## config.mk

```make
export PLATFORM = sky130hd
export DESIGN_NAME = cmd_sequencer
export DESIGN_NICKNAME = d
export VERILOG_FILES = /design/src/rtl/cmd_sequencer.sv
export SDC_FILE = /design/constraint.sdc
export NUM_CORES = 1
export LEC_CHECK = 0
export ABC_AREA = 1
export BUFFER_PORTS_ARGS = -buffer_cell sky130_fd_sc_hd__buf_2
export CORE_UTILIZATION = 44
export CTS_CLUSTER_SIZE = 14
export DETAILED_ROUTE_END_ITERATION = 6
export GPL_TIMING_DRIVEN = 0
export PLACE_DENSITY = 0.6
export SLEW_MARGIN = 30
export SYNTH_ARGS = -nofsm -noshare
export SYNTH_HDL_FRONTEND = slang
export SYNTH_SLANG_ARGS = --single-unit
```

## constraint.sdc

```tcl
create_clock -name clk -period 2.4 [get_ports clk]
set_input_delay 0.24 -clock clk [delete_from_list [all_inputs] [get_ports clk]]
set_output_delay 0.24 -clock clk [all_outputs]
set_load 0.05 [all_outputs]
```

## src/rtl/cmd_sequencer.sv

```systemverilog
// Command sequencer: buffers {op, data, rep} commands in a FIFO and replays each as a held {control, data} drive word.
// Optional CMD_SEQ_SHADOW_EN adds a shadow output that mirrors the downstream 4-bit register.
module cmd_sequencer #(
    parameter int DEPTH = 4,
    parameter int AW    = 2
) (
    input  logic          clk,
    input  logic          rst,
    input  logic          in_valid,
    output logic          in_ready,
    input  logic [1:0]    in_op,
    input  logic [3:0]    in_data,
    input  logic [2:0]    in_rep,
    input  logic          pause,
    output logic [2:0]    ctrl_out,
    output logic [3:0]    data_out,
    output logic          busy,
    output logic [AW:0]   level
`ifdef CMD_SEQ_SHADOW_EN
    ,
    output logic [3:0]    shadow
`endif
);

    typedef enum logic {IDLE = 1'b0, ISSUE = 1'b1} state_t;

    localparam logic [1:0]  OP_LOAD   = 2'b01;
    localparam logic [1:0]  OP_LOAD2X = 2'b10;
    localparam logic [1:0]  OP_INC    = 2'b11;
    localparam logic [AW:0] FULL_LVL  = (AW + 1)'(DEPTH);

    state_t        state;
    state_t        next_state;
    logic [8:0]    mem [DEPTH];
    logic [AW-1:0] wr_ptr;
    logic [AW-1:0] rd_ptr;
    logic [2:0]    cnt;
    logic [2:0]    ctrl_reg;
    logic [3:0]    data_reg;
    logic          push;
    logic          pop;
    logic          dec;
    logic          empty;
    logic [8:0]    head;
    logic [2:0]    head_ctrl;
    logic [3:0]    head_data;

    // Handshake: a command transfers on a rising edge where in_valid && in_ready.
    assign in_ready = (level != FULL_LVL);
    assign empty    = (level == '0);
    assign push     = in_valid && in_ready;
    assign head     = mem[rd_ptr];

    always_comb begin
        head_ctrl = 3'b000;
        head_data = 4'b0000;
        case (head[8:7])
            OP_LOAD:   begin head_ctrl = 3'b001; head_data = head[6:3]; end
            OP_LOAD2X: begin head_ctrl = 3'b011; head_data = head[6:3]; end
            OP_INC:    head_ctrl = 3'b101;
            default:   head_ctrl = 3'b000;
        endcase
    end

    always_ff @(posedge clk) begin
        if (push) begin
            mem[wr_ptr] <= {in_op, in_data, in_rep};
        end
    end

    always_ff @(posedge clk or posedge rst) begin
        if (rst) begin
            wr_ptr <= '0;
            rd_ptr <= '0;
            level  <= '0;
        end else begin
            if (push) wr_ptr <= wr_ptr + 1'b1;
            if (pop)  rd_ptr <= rd_ptr + 1'b1;
            case ({push, pop})
                2'b10:   level <= level + 1'b1;
                2'b01:   level <= level - 1'b1;
                default: level <= level;
            endcase
        end
    end

    always_ff @(posedge clk or posedge rst) begin
        if (rst) state <= IDLE;
        else     state <= next_state;
    end

    // A pop on the last repetition chains the next command with no idle cycle between them.
    always_comb begin
        next_state = state;
        pop        = 1'b0;
        dec        = 1'b0;
        case (state)
            IDLE: begin
                if (!empty && !pause) begin
                    pop        = 1'b1;
                    next_state = ISSUE;
                end
            end
            ISSUE: begin
                if (!pause) begin
                    if (cnt != 3'd0)  dec = 1'b1;
                    else if (!empty)  pop = 1'b1;
                    else              next_state = IDLE;
                end
            end
            default: next_state = IDLE;
        endcase
    end

    always_ff @(posedge clk or posedge rst) begin
        if (rst) begin
            ctrl_reg <= 3'b000;
            data_reg <= 4'b0000;
            cnt      <= 3'd0;
        end else if (pop) begin
            ctrl_reg <= head_ctrl;
            data_reg <= head_data;
            cnt      <= head[2:0];
        end else if (dec) begin
            cnt <= cnt - 3'd1;
        end else if (state == ISSUE && next_state == IDLE) begin
            ctrl_reg <= 3'b000;
            data_reg <= 4'b0000;
        end
    end

    always_comb begin
        ctrl_out = pause ? 3'b000 : ctrl_reg;
        data_out = data_reg;
        busy     = !empty || (state == ISSUE);
    end

`ifdef CMD_SEQ_SHADOW_EN
    // Increment takes priority over double, matching the downstream register.
    always_ff @(posedge clk or posedge rst) begin
        if (rst) begin
            shadow <= 4'd0;
        end else if (ctrl_out[0]) begin
            if (ctrl_out[2])      shadow <= shadow + 4'd1;
            else if (ctrl_out[1]) shadow <= {data_out[2:0], 1'b0};
            else                  shadow <= data_out;
        end
    end
`endif

endmodule
```

Yosys cells after proc, flatten, opt, wreduce, memory -nomap -nowiden
Memories as Yosys holds them, arrays and structs flattened.
Cells that the tools add are included.
{"block": "op_classes", "eq_ne": 7, "add_sub_neg": 5, "n_reduce_logical": 13, "muxes": 25, "bitwise_logic": 2}
{"operator": "$mux 3", "n": 6}
{"operator": "$mux 4", "n": 4}
{"operator": "$mux 1", "n": 11}
{"operator": "$pmux 3 s3", "n": 1}
{"operator": "$eq 2x2->1 const B", "n": 3}
{"operator": "$pmux 3 s2", "n": 1}
{"operator": "$reduce_bool 2->1", "n": 3}
{"operator": "$sub 3x1->3 const B", "n": 2}
{"operator": "$add 2x1->2 const B", "n": 2}
{"operator": "$eq 2x1->1 const B", "n": 2}
{"operator": "$pmux 1 s2", "n": 2}
{"operator": "$add 3x1->3 const B", "n": 1}
{"operator": "$logic_and 1x1->1", "n": 3}
{"operator": "$logic_not 3->1", "n": 1}
{"operator": "$ne 3x3->1 const B", "n": 1}
{"operator": "$reduce_bool 3->1", "n": 1}
{"operator": "$logic_not 1->1", "n": 2}
{"operator": "$ne 2x2->1 const B", "n": 1}
{"operator": "$not 1->1", "n": 2}
{"operator": "$reduce_and 2->1", "n": 1}
{"operator": "$reduce_or 2->1", "n": 1}
{"operator": "$logic_or 1x1->1", "n": 1}
{"block": "word_totals", "ram_bits": 36, "out_inout_bits": 12, "register_bits": 18, "word_cells": 60, "mem_count": 1}
{"name": "mem", "words": 4, "width": 9, "rd": 1, "rd_ports_with_merged_regs": 0, "wr": 1, "line": "34", "source": "logic [8:0] mem [DEPTH];"}

Longest topological paths before layout
Gate-level depths: netlist (run 1).
{"block": "logic_depth", "ltp_word": 10, "depth_mapped": 12, "ltp_nobuf": 12}

Worst setup path after synthesis (run 1)
OpenSTA, ideal clock, no wires.
{"block": "synth_path", "kind": "register -> register", "start": "register level[1]", "end": "register level[2]", "arrival_time_ns": 2.318, "path_stages_with_launch": 10, "required_time_ns": 2.269, "period_less_slack_ns": 2.449, "path_slack_ns": -0.049, "path_cell_list": "dfrtp_1 nor2_2 nand2_1 nand2_2 ha_1 inv_1 fa_1 a21oi_1 o21ai_0 xor2_1"}
{"block": "synth_via", "word_cells_on_any_way": 16}
{"item": "start, declared", "line": "18", "source": "output logic [AW:0] level"}
{"item": "start signal, assigned", "line": "80", "source": "2'b10: level <= level + 1'b1;"}
{"item": "start signal, assigned", "line": "81", "source": "2'b01: level <= level - 1'b1;"}
{"item": "start signal, assigned", "line": "82", "source": "default: level <= level;"}
{"item": "$ne 3x3->1 *", "line": "49", "source": "assign in_ready = (level != FULL_LVL);"}
{"item": "via in_ready", "line": "10", "source": "output logic in_ready,"}
{"item": "$logic_and 1x1->1 *", "line": "51", "source": "assign push = in_valid && in_ready;"}
{"item": "$eq 2x1->1 or $eq 2x2->1 (tied branches)", "line": "79", "source": "case ({push, pop})"}
{"item": "$pmux 3 s2 or $reduce_bool 2->1 (tied branches)"}
The timed path passes the listed nets; every way through them passes the cells marked *.
A chain may end at the register's enable or synchronous reset.

Final worst setup path (run 1)
{"block": "layout_path", "start": "register cnt[0]", "end": "register level[2]"}
{"block": "layout_via", "elab_chain_len": 6, "word_cells_on_any_way": 8}
{"item": "start, declared", "line": "37", "source": "logic [2:0] cnt;"}
{"item": "start signal, assigned", "line": "123", "source": "cnt <= head[2:0];"}
{"item": "start signal, assigned", "line": "125", "source": "cnt <= cnt - 3'd1;"}
{"item": "$reduce_bool 3->1 *", "line": "106", "source": "if (cnt != 3'd0) dec = 1'b1;"}
{"item": "$mux 1 *", "line": "106"}
{"item": "$mux 1 *", "line": "105", "source": "if (!pause) begin"}
{"item": "$pmux 1 s2 *", "line": "97", "source": "case (state)"}
{"item": "via pop", "line": "41", "source": "logic pop;"}
{"item": "$eq 2x1->1 or $eq 2x2->1 (tied branches)", "line": "79"}
{"item": "$pmux 3 s2 or $reduce_bool 2->1 (tied branches)"}
Marked as above.

==> impl_metrics.yaml, run 1 <==
synth:
  yosysWarnings: 0
  synth.cell_area_sq_um: 2476
  synth_edf_count: 36
  synthArstFlopShare_pct: 33.33
  syn-instance-count: 229
  synth_area_per_cell_sq_um: 10.81
  seq_area_frac_synth_pct: 61.85
  synth_most_common_cell: "nand2_1"
  synth.area.top_cells: "edfxtp_1 44%, dfrtp_1 18%, nand2_1 7.9%, ha_1 5.1%, inv_1 4.7%"
  ys.flop_type: "edfxtp_1"
  yosys.area.top_type: "edfxtp_1"
  synthDistinctLibCells: 25
  ys_top_cells_by_count: "52 x nand2_1, 36 x edfxtp_1, 31 x inv_1, 20 x nor2_1, 18 x dfrtp_1"
  syn_nets: 253
  synth.top_cell.area_share_pct: 43.66
  ys_ff_latch: 54
final_layout:
  multi_input_area_sq_um: 765.7
  largest_reg_flops: 36
  seq_area_sq_um: 1531
  fin_nets: 284
  largest_register: "mem"
  drive_gt1_share_pct: 21.07
  nFillCells: 500
  antenna_cells: 0
  final_cell_area_sq_um: 2775
  syn_to_final_growth_pct: 12.08
power_and_ir_drop:
  max-vdd-ir-drop_mv: 0.5234
  p_clk_share_pct: 13.9
  powerDensity_nw_per_um2: 1259
  power_frac_comb_pct: 46.2
  p_leak_nw: 1.255
  power_switching_mw: 1.492
  p_sw_share_pct: 42.71
  p_int_mw: 2.001
  seqPwrFrac_pct: 39.9
global_routing:
  grt_overflow_total: 0
  grt_pass1_vias: 1463
  grt_first_pass_wirelength_um: 7086
  grt_max_degree: 19
  track_usage_pct: 15.55
  antenna_found_initial: 0
routing:
  drc_errors: 0
  vias: 1500
  ant_nets: 0
  wl_per_cell_um: 12.08
  drt_first_pass_iters: 4
  drt_iter0_markers: 61
  wirelength_um: 3998
  vias_per_cell: 4.532
cts:
  cts-root-buf: "clkbuf_8"
  cts_tree: "built"
  clkTransAtPathRegs_ns: 0.09
  cts_buffer_depth: 2
  cts-htree-levels: 2
  cts_buffers: 5
  cts.sinks: 54
  cts_setup_buffers: 0
  worstSkewPairLatency_ns: 0.29
  hold_buffers: 0
  ctsResizeCount: 0
setup_path:
  worstPathRequired_ns: 2.58
  cp-startpoint: "cnt[0]"
  r2r-start: "cnt[0]"
  worstSetupEndpointType: "register"
  arrival_ns: 2.36
  start_kind: "register"
  critical_path_class: "register to register"
  critical_path.max_fanout: 10
floorplanning:
  die_width_um: 77.02
  core_sq_um: 5270
  die_area_sq_um: 5931
  die_h_um: 77.02
  ios: 25
  rows: 26
  initial_core_util_pct: 46.98
run:
  max_cap_viol_count: 0
placed_design:
  placed_area_sq_um: 2686
  io_buffers: 24
  place.gp.congestion: 0.6920
  dp_hpwl_um: 2875
timing:
  timing.setup.tns_ns: 0
  max_slew_margin_pct: 42.96
  fin_crit_sh_pct: 90.88
  tightestPinTransition_ns: 0.8525
  drv_slew: 0
  finalCriticalPeriod_ns: 2.181
  setup_violations: 0
  rsz0062_at_grt: "no"
  max_freq_ghz: 0.4585
  fin_worst_skew_ns: 0.004925
  finalHoldViolCount: 0
run_status:
  status: "finished clean"
hold_path:
  hold_path_class: "input pin to asynchronous set/reset pin"
power groups by stage:
| stage | registers, mW | logic [mW] | clock network (mW) |
|---|---|---|---|
| after floorplan | 1.55 | 1.13 | 0 |
| after global placement | 1.41 | 1.60 | 0 |
| after detailed placement | 1.42 | 1.63 | 0 |
| after CTS | 1.40 | 1.63 | 0.508 |
| after global routing | 1.42 | 1.84 | 0.541 |
| final | 1.39 | 1.61 | 0.487 |
metal layers:
layer  wire length, um  share of wire [%]  GRT usage [%]  up-vias
met5                 0                  0              0        -
met4                25               0.63          5.094        0
met3               107                2.7          2.857        2
met2              1815                 45          24.46       22
met1              2050                 51          21.74      679
li1                  -                  -              -      797
metrics by stage:
| step | setup WS (ns) | power, mW | util, % | hold WS, ns | cells |
|---|---|---|---|---|---|
| 3_5_place_dp | 0.2375 | 3.045 | 50.97 | 0.3867 | 323 |
| 6_report | 0.2188 | 3.493 | 52.66 | 0.03231 | 331 |
| 5_1_grt | 0.04498 | 3.805 | 52.66 | 0.07882 | 331 |
| 4_1_cts | 0.2169 | 3.538 | 52.61 | 0.05351 | 331 |
| 2_1_floorplan | 0.1086 | 2.681 | - | 0.1786 | 229 |
| 3_3_place_gp | 0.2485 | 3.011 | 50.97 | 0.3865 | 323 |
cell usage in the layout (no fill, tap or decap), types with 10 or more instances in the layout:
master	instances
buf_2	24
dfrtp_1	18
edfxtp_1	36
ha_1	10
inv_1	31
nand2_1	51
nand3_1	11
nor2_1	19
o21ai_0	15
cells by family (layout without fill, tap and decap cells):
kind of cell	count (synthesis)	count (layout)	share of synthesized area [%]
adders and majority gates	11	11	5.862
and+or+nand+nor	92	92	16.52
xor gates and xnor gates	6	6	2.122
buffers and inverters	40	72	7.428
DFF	54	54	61.85
AOI/OAI and AO/OA	26	26	6.216
critical path: stages, from the launching register on:
cell	delay [ns]
dfrtp_1	0.39
inv_1	0.10
ha_1	0.17
nand2_2	0.08
nand2_4	0.08
inv_2	0.06
nor2_8	0.17
ha_1	0.16
inv_1	0.06
fa_1	0.37
a21oi_1	0.14
o21ai_0	0.12
xor2_1	0.16
worst paths after layout:
check | depth (start not counted) | end | slack [ns]
setup reg to reg | 12 | level[2] | 0.22
hold / removal | 2 | wr_ptr[1] | 0.03
hold reg to reg | 2 | cnt[0] | 0.49
setup / recovery | 12 | level[2] | 0.22
min in group clk | 1 | mem[0][4] | 0.16
max in group asynchronous | 2 | rd_ptr[0] | 1.93
area by class of cell:
type	count	share of cell area, %
Sequential cell	54	55.18
Buffer	5	1.894
Clock inverter	2	0.4959
Timing Repair Buffer	24	4.328
Clock buffer	6	2.615
Inverter	35	4.734
Multi-Input combinational cell	135	27.59
Tap cell	70	3.156
(Power assumes the default switching activity.)
==> run 2: changes to the inputs <==
- CORE_UTILIZATION: 44 -> 58
- PLACE_DENSITY: 0.6 -> 0.77
==> run 2 against run 1 <==
Compared with the run above:
- core utilization up 16 points
- highest routed layer unchanged
- non-clock buffer count stayed put
- fmax is 0.42% higher
- global-route usage rose by 5.2 points
- total power grew 3.6%
- clock-buffer cell count did not move
- sequential share of layout area grew 0.075 points
- setup slack better by 0.0090 ns
- flip-flop and latch count unchanged
- register-to-register slack hardly changed
- combinational power about the same
- die area shrank 24%
==> impl_metrics.yaml, run 2 (same netlist as run 1, synthesis figures left out) <==
run_status:
  status: "finished clean"
global_routing:
  grt_max_degree: 19
  grt_pass1_vias: 1521
  track_usage_pct: 20.70
  grt_first_pass_wirelength_um: 6506
  antenna_found_initial: 0
  grt_overflow_total: 0
power_and_ir_drop:
  p_sw_share_pct: 41.80
  p_clk_share_pct: 16.3
  max-vdd-ir-drop_mv: 0.5973
  power_frac_comb_pct: 45.1
  powerDensity_nw_per_um2: 1306
  p_leak_nw: 1.265
  seqPwrFrac_pct: 38.5
  power_switching_mw: 1.513
  p_int_mw: 2.106
timing:
  rsz0062_at_grt: "no"
  max_slew_margin_pct: 41.01
  timing.setup.tns_ns: 0
  max_freq_ghz: 0.4604
  tightestPinTransition_ns: 0.8816
  fin_crit_sh_pct: 90.51
  drv_slew: 0
  finalCriticalPeriod_ns: 2.172
  fin_worst_skew_ns: 0.009384
  finalHoldViolCount: 0
  setup_violations: 0
floorplanning:
  ios: 25
  core_sq_um: 4058
  rows: 23
  initial_core_util_pct: 61.02
  die_area_sq_um: 4535
  die_h_um: 67.34
  die_width_um: 67.34
cts:
  hold_buffers: 0
  cts-htree-levels: 2
  cts_tree: "built"
  worstSkewPairLatency_ns: 0.31
  cts_setup_buffers: 0
  cts_buffer_depth: 2
  cts.sinks: 54
  ctsResizeCount: 0
  cts_buffers: 5
  clkTransAtPathRegs_ns: 0.10
  cts-root-buf: "clkbuf_8"
setup_path:
  arrival_ns: 2.36
  start_kind: "register"
  critical_path.max_fanout: 10
  worstPathRequired_ns: 2.59
  critical_path_class: "register to register"
  worstSetupEndpointType: "register"
routing:
  drc_errors: 0
  wirelength_um: 4062
  vias_per_cell: 5.096
  wl_per_cell_um: 13.06
  ant_nets: 0
  drt_iter0_markers: 97
  drt_first_pass_iters: 4
  vias: 1585
final_layout:
  fin_nets: 284
  final_cell_mix: "51 x nand2_1, 36 x edfxtp_1, 31 x inv_1"
  drive_gt1_share_pct: 20.69
  antenna_cells: 0
  layout_commonest_cell: "nand2_1"
  instances_no_fill: 311
  largest_reg_flops: 36
  syn_to_final_growth_pct: 11.93
  largest_register: "mem"
run:
  max_cap_viol_count: 0
placed_design:
  dp_hpwl_um: 2839
  io_buffers: 24
  dp.cells: 303
  place.gp.congestion: 0.7586
hold_path:
  hold_path_class: "input pin to asynchronous set/reset pin"
run 2: changes by cell type in the layout (fill, tap and decap cells not counted):
| cell | change |
|---|---|
| bufinv_16 | +1 |
| inv_4 | -1 |
| nor2_1 | +1 |
| nor2_2 | -1 |
run 2: per-stage QoR:
stage	worst slack (ns)	instance area, sq um	util, %	hold slack (ns)	power (mW)
after floorplan	0.1086	2479	-	0.1786	2.681
after global placement	0.2779	2661	65.59	0.3707	2.998
after detailed placement	0.2291	2661	65.59	0.3773	3.052
after CTS	0.2137	2771	68.30	0.04918	3.645
after global routing	0.01467	2771	68.30	0.07540	3.882
final	0.2279	2771	68.30	0.02494	3.619
run 2: path summary, 6_finish.rpt:
| check | endpoint | slack [ns] | cells past startpoint | startpoint |
|---|---|---|---|---|
| max in group asynchronous | cnt[1] | 1.94 | 2 | rst |
| hold / removal | wr_ptr[1] | 0.02 | 2 | rst |
| min in group clk | mem[2][7] | 0.15 | 1 | in_op[0] |
| hold reg to reg | cnt[0] | 0.49 | 2 | cnt[0] |
| setup reg to reg | level[2] | 0.23 | 12 | cnt[0] |
| setup / recovery | level[2] | 0.23 | 12 | cnt[0] |
run 2: worst max-delay path: stages, from the launching register on:
cell and delay [ns]:
dfrtp_1 0.38, inv_1 0.10, ha_1 0.17, nand2_2 0.08, nand2_4 0.09, inv_2 0.06
nor2_8 0.17, ha_1 0.16, inv_1 0.06, fa_1 0.38, a21oi_1 0.14, o21ai_0 0.11
xor2_1 0.15
run 2: area by class of cell:
type                    count  area, sq um
plain buffers               5        52.55
clock buffers               6        72.57
clock inverters             2        37.54
fillers                   312         1286
inverters                  35        131.4
multi-input cells         135        763.2
flip-flops and latches     54         1531
well taps                  50        62.56
repair buffers             24        120.1
run 2: power groups by stage:
stage               Clock (mW)  Sequential [mW]  Combinational [mW]
global placement             0             1.41                1.59
finish                   0.591             1.39                1.63
detailed placement           0             1.42                1.63
CTS                      0.600             1.40                1.65
global route             0.634             1.42                1.83
floorplan                    0             1.55                1.13
run 2: layer usage:
metal	vias to the layer above	GRT usage, %	wire length [um]
met5	-	0	0
met4	0	9.840	85
met3	10	6.419	223
met2	51	34.13	1895
met1	724	24.66	1857
li1	800	-	-
==> run 3: changes to the inputs <==
--- a/config.mk
+++ b/config.mk
@@ -6,11 +6,10 @@
 export NUM_CORES = 1
 export LEC_CHECK = 0
-export ABC_AREA = 1
 export BUFFER_PORTS_ARGS = -buffer_cell sky130_fd_sc_hd__buf_2
-export CORE_UTILIZATION = 58
+export CORE_UTILIZATION = 57
 export CTS_CLUSTER_SIZE = 14
 export DETAILED_ROUTE_END_ITERATION = 6
 export GPL_TIMING_DRIVEN = 0
-export PLACE_DENSITY = 0.77
+export PLACE_DENSITY = 0.76
 export SLEW_MARGIN = 30
 export SYNTH_ARGS = -nofsm -noshare
==> constraint.sdc (replaced) <==
create_clock -name clk -period 2.4 [get_ports clk]
set_input_delay 0.48 -clock clk [delete_from_list [all_inputs] [get_ports clk]]
set_output_delay 0.48 -clock clk [all_outputs]
set_load 0.05 [all_outputs]
==> run 3 against run 2 <==
Compared with the run above:
- clock-buffer cell count unchanged
- combinational power decreased by 15%
- clock skew increased by 0.0017 ns
- synthesized cell count decreased by 31%
- flip-flop and latch count unchanged
- clock power decreased by 18%
- hold slack improved by 0.24 ns
- first-iteration DRC count increased by 31%
==> impl_metrics.yaml, run 3 <==
cts:
  cts-root-buf: "clkbuf_8"
  cts_tree: "built"
  clkTransAtPathRegs_ns: 0.10
  worstSkewPairLatency_ns: 0.30
  cts_buffers: 5
  cts_buffer_depth: 2
  cts-htree-levels: 2
  cts.sinks: 54
timing:
  finalHoldViolCount: 0
  max_freq_ghz: 0.4512
  fin_crit_sh_pct: 92.34
  max_slew_margin_pct: 53.98
  finalCriticalPeriod_ns: 2.216
  setup_violations: 0
  worst_slack_ns: 0.1839
  timing.setup.tns_ns: 0
  drv_slew: 0
  fin_worst_skew_ns: 0.01109
  rsz0062_at_grt: "no"
  tightestPinTransition_ns: 0.6895
synth:
  synth.top_cell.area_share_pct: 46.03
  yosysWarnings: 0
  yosys.area.top_type: "edfxtp_1"
  synth.cell_area_sq_um: 2349
  ys_top_cells_by_count: "36 x edfxtp_1, 18 x dfrtp_1, 17 x inv_1, 15 x nand2_1, 10 x ha_1"
  seq_area_frac_synth_pct: 65.21
  synth_edf_count: 36
  synth.area.top_cells: "edfxtp_1 46%, dfrtp_1 19%, mux4_2 8.6%, ha_1 5.3%, inv_1 2.7%"
  syn_nets: 181
  synth_area_per_cell_sq_um: 14.96
  syn-instance-count: 157
  synth_most_common_cell: "edfxtp_1"
  ys_ff_latch: 54
  synthDistinctLibCells: 34
  ys.flop_type: "edfxtp_1"
  synthArstFlopShare_pct: 33.33
placed_design:
  dp.cells: 229
  place_ws_ns: -0.04990
  place.gp.congestion: 0.8581
  dp_hpwl_um: 2705
  io_buffers: 24
  placed_area_sq_um: 2542
final_layout:
  fin_nets: 213
  layout_commonest_cell: "edfxtp_1"
  nFillCells: 270
  final_cell_area_sq_um: 2665
  multi_input_area_sq_um: 779.5
  instances_no_fill: 238
  syn_to_final_growth_pct: 13.48
  antenna_cells: 0
  drive_gt1_share_pct: 27.89
  final_cell_mix: "36 x edfxtp_1, 24 x buf_2, 17 x dfrtp_1"
  largest_reg_flops: 36
  seq_area_sq_um: 1533
  largest_register: "mem"
setup_path:
  critical_path_class: "register to register"
  crit_family: "adder cells"
  critical-path-max-stage-delay_ns: 0.41
  r2r-start: "cnt[0]"
  cp_cell_sequence: "inv_2, ha_4, nand2b_4, a211oi_4, ha_2, inv_1, fa_1, xor2_1, nor2_1, xor2_1"
  critical_path.max_fanout: 4
  cp-startpoint: "cnt[0]"
  arrival_ns: 2.44
  start_kind: "register"
  slowest_stage: "dfrtp_1"
  critPathBufInv: 2
  crit_top_cell: "xor2_1"
  worstSetupEndpointType: "register"
  worstPathRequired_ns: 2.62
routing:
  ant_nets: 0
  wl_per_cell_um: 16.08
  wirelength_um: 3828
  vias_per_cell: 5.437
  drt_iter0_markers: 127
  vias: 1294
  drt_first_pass_iters: 4
  drc_errors: 0
global_routing:
  grt_max_degree: 19
  grt_overflow_total: 0
  grt_pass1_vias: 1375
  track_usage_pct: 20.79
  grt_first_pass_wirelength_um: 6368
  antenna_found_initial: 0
floorplanning:
  rows: 22
  die_width_um: 66.19
  die_h_um: 66.19
  initial_core_util_pct: 61.82
  ios: 25
  core_sq_um: 3799
  die_area_sq_um: 4381
power_and_ir_drop:
  max-vdd-ir-drop_mv: 0.5828
  powerDensity_nw_per_um2: 1237
  p_leak_nw: 1.079
hold_path:
  hold_path_class: "input pin to asynchronous set/reset pin"
run_status:
  status: "finished clean"
run:
  max_cap_viol_count: 0
## run 3: per-stage QoR
stage | total power [mW] | utilization (%) | hold slack, ns
floorplan | 2.446 | - | 0.4185
global placement | 2.679 | 66.93 | 0.4482
detailed placement | 2.767 | 66.93 | 0.4609
CTS | 3.274 | 69.57 | 0.2859
global route | 3.517 | 70.16 | 0.3075
finish | 3.297 | 70.16 | 0.2636
## run 3: area by class of cell
cell class	instances	area share (%)
clock inverter	2	0.4695
clock buffer	6	2.723
tap	48	2.254
sequential	54	57.51
buffer	3	0.6103
multi-input combinational	83	29.25
timing repair buffer	25	4.789
inverter	17	2.394
## run 3: metal layers
| metal | share of wire, % | routed length (um) | track usage, % |
|---|---|---|---|
| met1 | 42 | 1603 | 25.33 |
| met2 | 53 | 2017 | 36.61 |
| met3 | 3.4 | 129 | 3.448 |
| met4 | 2.0 | 78 | 8.511 |
| met5 | 0 | 0 | 0 |
## run 3: kinds of logic (layout without fill, tap and decap cells)
logic type	count (synthesis)	after routing	share of synthesized area (%)
xor+xnor	6	6	2.238
fa+ha+maj	11	11	6.180
buf+inv	20	53	3.409
compound gates	19	19	5.754
flops	54	54	65.21
mux	10	10	9.110
simple gates	37	37	8.098
## run 3: worst paths after layout
path / slack [ns] / endpoint / cells past startpoint
setup / recovery: 0.18 / level[2] / 10
hold / removal: 0.26 / data_out[0] / 2
setup reg to reg: 0.18 / level[2] / 10
hold reg to reg: 0.49 / ctrl_reg[0] / 2
max in group asynchronous: 1.65 / level[2] / 2
min in group clk: 0.39 / mem[3][3] / 1
## run 3: power by group
group	internal [mW]	switching [mW]
combinational	0.534	0.857
sequential	1.27	0.148
clock	0.207	0.280
total	2.01	1.28
## run 3: repair_timing
| item | in CTS | in global routing |
|---|---|---|
| endpoints found under the hold margin | 0 | 0 |
| resized for setup | 1 | 5 |
| buffers inserted | 1 | 0 |
| pin swaps | 1 | 1 |
| setup endpoints to repair | 1 | 1 |
| hold buffers | 0 | 0 |
